[src/rtl/mmio_node_capture_pkg.sv]
// Shared constants and types for the NODE_POINT / CPU_DONE snoop stage.
//   NodeAddr / DoneAddr : memory-mapped store addresses watched on the CPU write bus
//   Depth / NodeW       : default capture FIFO depth and stored node-index width
//   state_e             : capture FSM encoding (Idle=0, Capture=1, Done=2)
package mmio_node_capture_pkg;

   localparam logic [31:0] NodeAddr = 32'h0200_0008;
   localparam logic [31:0] DoneAddr = 32'h0200_000C;
   localparam int unsigned Depth    = 16;
   localparam int unsigned NodeW    = 5;

   typedef enum logic [1:0] {
      StIdle    = 2'd0,
      StCapture = 2'd1,
      StDone    = 2'd2
   } state_e;

endpackage

[src/rtl/mmio_node_capture_fifo.sv]
// Synchronous FIFO with occupancy count and synchronous flush.
//   clk_i, rst_ni        : clock, asynchronous active-low reset
//   flush_i              : empty the FIFO (wins over push/pop)
//   push_i, data_i       : write request and data; ignored when full without a pop
//   pop_i                : consume head; ignored when empty
//   data_o               : head entry (0 when empty)
//   full_o, empty_o      : occupancy flags
//   count_o              : occupied entries, 0..Depth
module mmio_node_capture_fifo #(
   parameter int unsigned Depth = 16,  // power of 2, >= 2
   parameter int unsigned Width = 5,
   localparam int unsigned PtrW = $clog2(Depth),
   localparam int unsigned CntW = $clog2(Depth) + 1
) (
   input  logic             clk_i,
   input  logic             rst_ni,
   input  logic             flush_i,
   input  logic             push_i,
   input  logic             pop_i,
   input  logic [Width-1:0] data_i,
   output logic [Width-1:0] data_o,
   output logic             full_o,
   output logic             empty_o,
   output logic [CntW-1:0]  count_o
);

   logic [Width-1:0] mem_q [Depth];
   logic [PtrW-1:0]  wr_q, wr_d, rd_q, rd_d;
   logic [CntW-1:0]  cnt_q, cnt_d;
   logic             push_ok, pop_ok;

   assign full_o  = (cnt_q == CntW'(Depth));
   assign empty_o = (cnt_q == '0);
   assign count_o = cnt_q;

   assign pop_ok  = pop_i & ~empty_o & ~flush_i;
   // A full FIFO still accepts a push when the head leaves in the same cycle.
   assign push_ok = push_i & (~full_o | pop_ok) & ~flush_i;

   always_comb begin
      wr_d  = wr_q;
      rd_d  = rd_q;
      cnt_d = cnt_q;
      if (flush_i) begin
         wr_d  = '0;
         rd_d  = '0;
         cnt_d = '0;
      end else begin
         if (push_ok) wr_d = wr_q + PtrW'(1);
         if (pop_ok)  rd_d = rd_q + PtrW'(1);
         if (push_ok && !pop_ok) cnt_d = cnt_q + CntW'(1);
         if (pop_ok && !push_ok) cnt_d = cnt_q - CntW'(1);
      end
   end

   always_ff @(posedge clk_i or negedge rst_ni) begin
      if (!rst_ni) begin
         wr_q  <= '0;
         rd_q  <= '0;
         cnt_q <= '0;
      end else begin
         wr_q  <= wr_d;
         rd_q  <= rd_d;
         cnt_q <= cnt_d;
      end
   end

   // Storage needs no reset: the head is masked to 0 whenever the FIFO is empty.
   always_ff @(posedge clk_i) begin
      if (push_ok) mem_q[wr_q] <= data_i;
   end

   assign data_o = empty_o ? '0 : mem_q[rd_q];

endmodule

[src/rtl/mmio_node_capture.sv]
// Snoops the CPU data-memory write bus: queues NODE_POINT stores in a FIFO and
// flags the CPU_DONE store. Passive; never stalls the CPU.
//   clk_i, rst_ni        : clock, asynchronous active-low reset
//   cpu_reset_i          : CPU held in reset; forces Idle and clears capture state
//   clear_i              : sync pulse; flush FIFO, clear flags, return to Idle
//   mem_write_i, data_adr_i, write_data_i : CPU store bus
//   out_valid_o/out_ready_i/out_node_o    : head-of-FIFO handshake
//   count_o              : FIFO occupancy
//   done_o               : CPU_DONE seen
//   overflow_o           : sticky, a capture was dropped on a full FIFO
//   range_err_o          : sticky, a captured value had bits above NodeW set
module mmio_node_capture
   import mmio_node_capture_pkg::*;
#(
   parameter int unsigned Depth_p = Depth,
   parameter int unsigned NodeW_p = NodeW,
   localparam int unsigned CntW   = $clog2(Depth_p) + 1
) (
   input  logic               clk_i,
   input  logic               rst_ni,
   input  logic               cpu_reset_i,
   input  logic               clear_i,
   input  logic               mem_write_i,
   input  logic [31:0]        data_adr_i,
   input  logic [31:0]        write_data_i,
   output logic               out_valid_o,
   input  logic               out_ready_i,
   output logic [NodeW_p-1:0] out_node_o,
   output logic [CntW-1:0]    count_o,
   output logic               done_o,
   output logic               overflow_o,
   output logic               range_err_o
);

   state_e state_q, state_d;
   logic   overflow_q, overflow_d;
   logic   range_err_q, range_err_d;
   logic   flush, capture, node_hit, done_hit, push, pop, full, empty, high_bits;

   // cpu_reset in Idle is harmless to flush: the FIFO and flags are already clear.
   assign flush     = clear_i | cpu_reset_i;
   assign capture   = (state_q == StCapture) & mem_write_i;
   assign node_hit  = capture & (data_adr_i == NodeAddr);
   assign done_hit  = capture & (data_adr_i == DoneAddr) & (write_data_i == 32'd1);
   assign push      = node_hit & ~flush;
   assign pop       = out_valid_o & out_ready_i;
   assign high_bits = |write_data_i[31:NodeW_p];

   assign out_valid_o = ~empty;
   assign done_o      = (state_q == StDone);
   assign overflow_o  = overflow_q;
   assign range_err_o = range_err_q;

   always_comb begin
      state_d     = state_q;
      overflow_d  = overflow_q;
      range_err_d = range_err_q;
      if (clear_i) begin
         state_d = StIdle;
      end else begin
         unique case (state_q)
            StIdle:    if (!cpu_reset_i) state_d = StCapture;
            StCapture: begin
               if (cpu_reset_i)   state_d = StIdle;
               else if (done_hit) state_d = StDone;
            end
            StDone:    if (cpu_reset_i) state_d = StIdle;
            default:   state_d = StIdle;
         endcase
      end
      if (flush) begin
         overflow_d  = 1'b0;
         range_err_d = 1'b0;
      end else if (push) begin
         if (full && !pop) overflow_d = 1'b1;
         if (high_bits)    range_err_d = 1'b1;
      end
   end

   always_ff @(posedge clk_i or negedge rst_ni) begin
      if (!rst_ni) begin
         state_q     <= StIdle;
         overflow_q  <= 1'b0;
         range_err_q <= 1'b0;
      end else begin
         state_q     <= state_d;
         overflow_q  <= overflow_d;
         range_err_q <= range_err_d;
      end
   end

   mmio_node_capture_fifo #(
      .Depth (Depth_p),
      .Width (NodeW_p)
   ) u_fifo (
      .clk_i   (clk_i),
      .rst_ni  (rst_ni),
      .flush_i (flush),
      .push_i  (push),
      .pop_i   (pop),
      .data_i  (write_data_i[NodeW_p-1:0]),
      .data_o  (out_node_o),
      .full_o  (full),
      .empty_o (empty),
      .count_o (count_o)
   );

endmodule

[config.mk]
export PLATFORM = sky130hd
export DESIGN_NAME = mmio_node_capture
export DESIGN_NICKNAME = d
export VERILOG_FILES = /design/src/rtl/mmio_node_capture_pkg.sv /design/src/rtl/mmio_node_capture_fifo.sv /design/src/rtl/mmio_node_capture.sv
export SDC_FILE = /design/constraint.sdc
export NUM_CORES = 1
export LEC_CHECK = 0
export ABC_AREA = 1
export CAP_MARGIN = 20
export CORE_MARGIN = 4
export CORE_UTILIZATION = 38
export CTS_CLUSTER_SIZE = 40
export DETAILED_ROUTE_END_ITERATION = 12
export SYNTH_ARGS = -nofsm -noshare
export SYNTH_HDL_FRONTEND = slang
export SYNTH_SLANG_ARGS = --single-unit
[constraint.sdc]
create_clock -name clk_i -period 2.91 [get_ports clk_i]
set_input_delay 0.4365 -clock clk_i [delete_from_list [all_inputs] [get_ports clk_i]]
set_output_delay 0.4365 -clock clk_i [all_outputs]
set_load 0.01 [all_outputs]
==> impl_metrics.yaml <==
status:
  status: "finished clean"
drt:
  via_per_inst: 4.92
  finalWirelength_microns: 11400
  num_vias: 3562
  drcViolationCount: 0
  first_pass_iters: 5
  ant_nets: 0
  post_drt_wl_per_cell_microns: 15.7
  drtIter0Drc: 282
sta:
  drv_slew: 0
  tightest_slew_ns: 0.805
  min_period_ns: 2.83
  fmax_mhz: 354
  setup_viol: 0
  hold_viol: 0
  setup_tns_ns: 0
  fin_hold_ws_ns: 0.483
  period_share: 0.972
  maxSlewHeadroom: 0.462
  clock_skew_ns: 0.00682
final_layout:
  area_growth_pct: 34.0
  final_nets: 651
  drive_above_1_share: 0.109
  utilization: 0.518
  antennaDiodeCount: 0
clock_network:
  clk_path_buf_depth: 2
  htree_num_levels: 3
  clk_latency_ns: 0.34
  cts_root_buf: "clkbuf_16"
  cts_resized: 0
  numCtsBuffers: 9
  post-cts-setup-buffer-count: 0
  postCtsHoldBufs: 0
  cts.sinks: 97
  cts_tree: "yes"
  cts.clk_slew.worst_paths_ns: 0.07
setup_path:
  crit_type: "flip-flop to output pin"
  critPathMaxFanout: 20
  crit_required_ns: 2.47
  r2r_slack_ns: 0.54
  cp-start-kind: "flip-flop"
  cp.arrival_ns: 2.39
  critPathCaptureType: "output pin"
global_routing:
  overflow: 0
  grt_max_degree: 22
  grt_usage: 0.171
  grt_pass1_wl_microns: 18600
  grt_pass1_vias: 3747
  antenna_found_initial: 0
power:
  p_leak_nw: 2.34
  finalPower_mw: 3.06
  p_per_area_mw_per_mm2: 495
  vdd_drop_max_mv: 0.304
yosys:
  synth.cell_area_sq_mm: 0.00462
  synth_flop_cell: "edfxtp_1"
  yosysUniqueCellTypes: 33
  synth_most_common_cell: "nand2_1"
  synth_edf_count: 80
  synthTopCellsByArea: "edfxtp_1 52%, dfrtp_1 9.2%, nand2_1 7.6%, nor2_1 7.6%, mux2i_1 3.2%"
  yosys_warnings: 0
  synth-seq-cells: 97
  yosys.area.top_type: "edfxtp_1"
  synthArstFlopShare: 0.175
  synth_cells: 453
  synth_common_cells: "94 x nand2_1, 93 x nor2_1, 80 x edfxtp_1, 27 x inv_1, 23 x o21ai_0"
  syn_avg_cell_area_sq_um: 10.2
  synth_top_area_frac: 0.520
  synth_nets: 532
  seq_area_frac_synth: 0.612
floorplan:
  die_area_sq_mm: 0.0140
  initial_core_util: 0.386
  fp.dieW_microns: 118
  die_y_microns: 118
  ios: 84
  fp.coreArea_sq_mm: 0.0120
  num_rows: 40
placed_design:
  portBuffers: 83
  place_congestion: 0.822
  hpwl_microns: 8700
min_path:
  hold_class: "flip-flop to flip-flop"
job:
  maxCapViolations: 0
==> final timing paths <==
kind                       depth (start not counted)      startpoint                end
max in group asynchronous                          1          rst_ni         state_q[0]
max reg2reg                                       17      state_q[1]  u_fifo.count_o[4]
max                                                8  u_fifo.rd_q[0]      out_node_o[4]
min in group asynchronous                          1          rst_ni  u_fifo.count_o[2]
min reg2reg                                        1  u_fifo.rd_q[3]     u_fifo.rd_q[3]
min                                                1  u_fifo.rd_q[3]     u_fifo.rd_q[3]
==> worst max-delay path: stages (launching register included) <==
cell,delay [ns]
dfrtp_1,0.41
buf_4,0.27
o21ai_0,0.13
o22ai_1,0.23
nand2_1,0.12
o211ai_1,0.10
nand2_1,0.10
nor2_1,0.13
clkdlybuf4s50_1,0.55
==> registers in the layout, indices dropped and copies added (netlist names) <==
name and flops:
u_fifo.mem_q 80, u_fifo.rd_q 4, u_fifo.count_o 5, overflow_o 1, range_err_o 1, u_fifo.wr_q 4
state_q 2
==> power by group <==
group	internal, mW	switching, mW
Clock	0.768	0.487
Combinational	0.155	0.138
Sequential	1.51	0.00729
==> routing by layer <==
layer,wire length [microns],global-route usage,vias to the layer above
met5,0,0,-
met3,622,0.0378,6
li1,-,-,1809
met4,113,0.0579,0
met2,5690,0.285,89
met1,4970,0.220,1658
==> cell families after synthesis <==
logic type / Yosys count / share of synthesized area
AND/OR/NAND/NOR: 223 / 0.205
buffers and inverters: 40 / 0.0338
XOR/XNOR: 4 / 0.00758
multiplexers: 15 / 0.0325
flip-flops: 97 / 0.612
AO/OA/AOI/OAI: 65 / 0.0831
adder cells (fa/ha/maj): 9 / 0.0260
==> layout by cell type, fill, tap and decap left out, types with 3 or more instances in the layout <==
| master | count |
|---|---|
| o211ai_1 | 5 |
| a21oi_1 | 21 |
| ha_1 | 8 |
| o21ai_0 | 23 |
| o22ai_1 | 5 |
| nand2_1 | 94 |
| nand4_1 | 6 |
| clkdlybuf4s50_1 | 83 |
| edfxtp_1 | 80 |
| a221oi_1 | 4 |
| nor3_1 | 6 |
| inv_1 | 26 |
| o221ai_1 | 5 |
| clkbuf_16 | 11 |
| xor2_1 | 3 |
| nor2_1 | 93 |
| dfrtp_1 | 17 |
| mux2i_1 | 15 |
| nand3_1 | 12 |
| buf_4 | 35 |
==> metrics by stage <==
stage | setup WS [ns] | instances | cell area, sq um
finish | 0.0825 | 724 | 6190
global route | -0.00488 | 724 | 6190
CTS | 0.0340 | 724 | 6180
detailed placement | 0.0489 | 708 | 5850
global placement | 0.0957 | 708 | 5850
floorplan | 0.545 | 453 | 4620
==> cell type report <==
| type | instances | area [sq um] |
|---|---|---|
| Sequential cell | 97 | 2830 |
| Inverter | 30 | 120 |
| Clock buffer | 12 | 279 |
| Multi-Input combinational cell | 316 | 1640 |
| Timing Repair Buffer | 118 | 1090 |
| Clock inverter | 4 | 46.3 |
| Fill cell | 1140 | 5770 |
| Tap cell | 147 | 184 |
(Power assumes the default switching activity.)
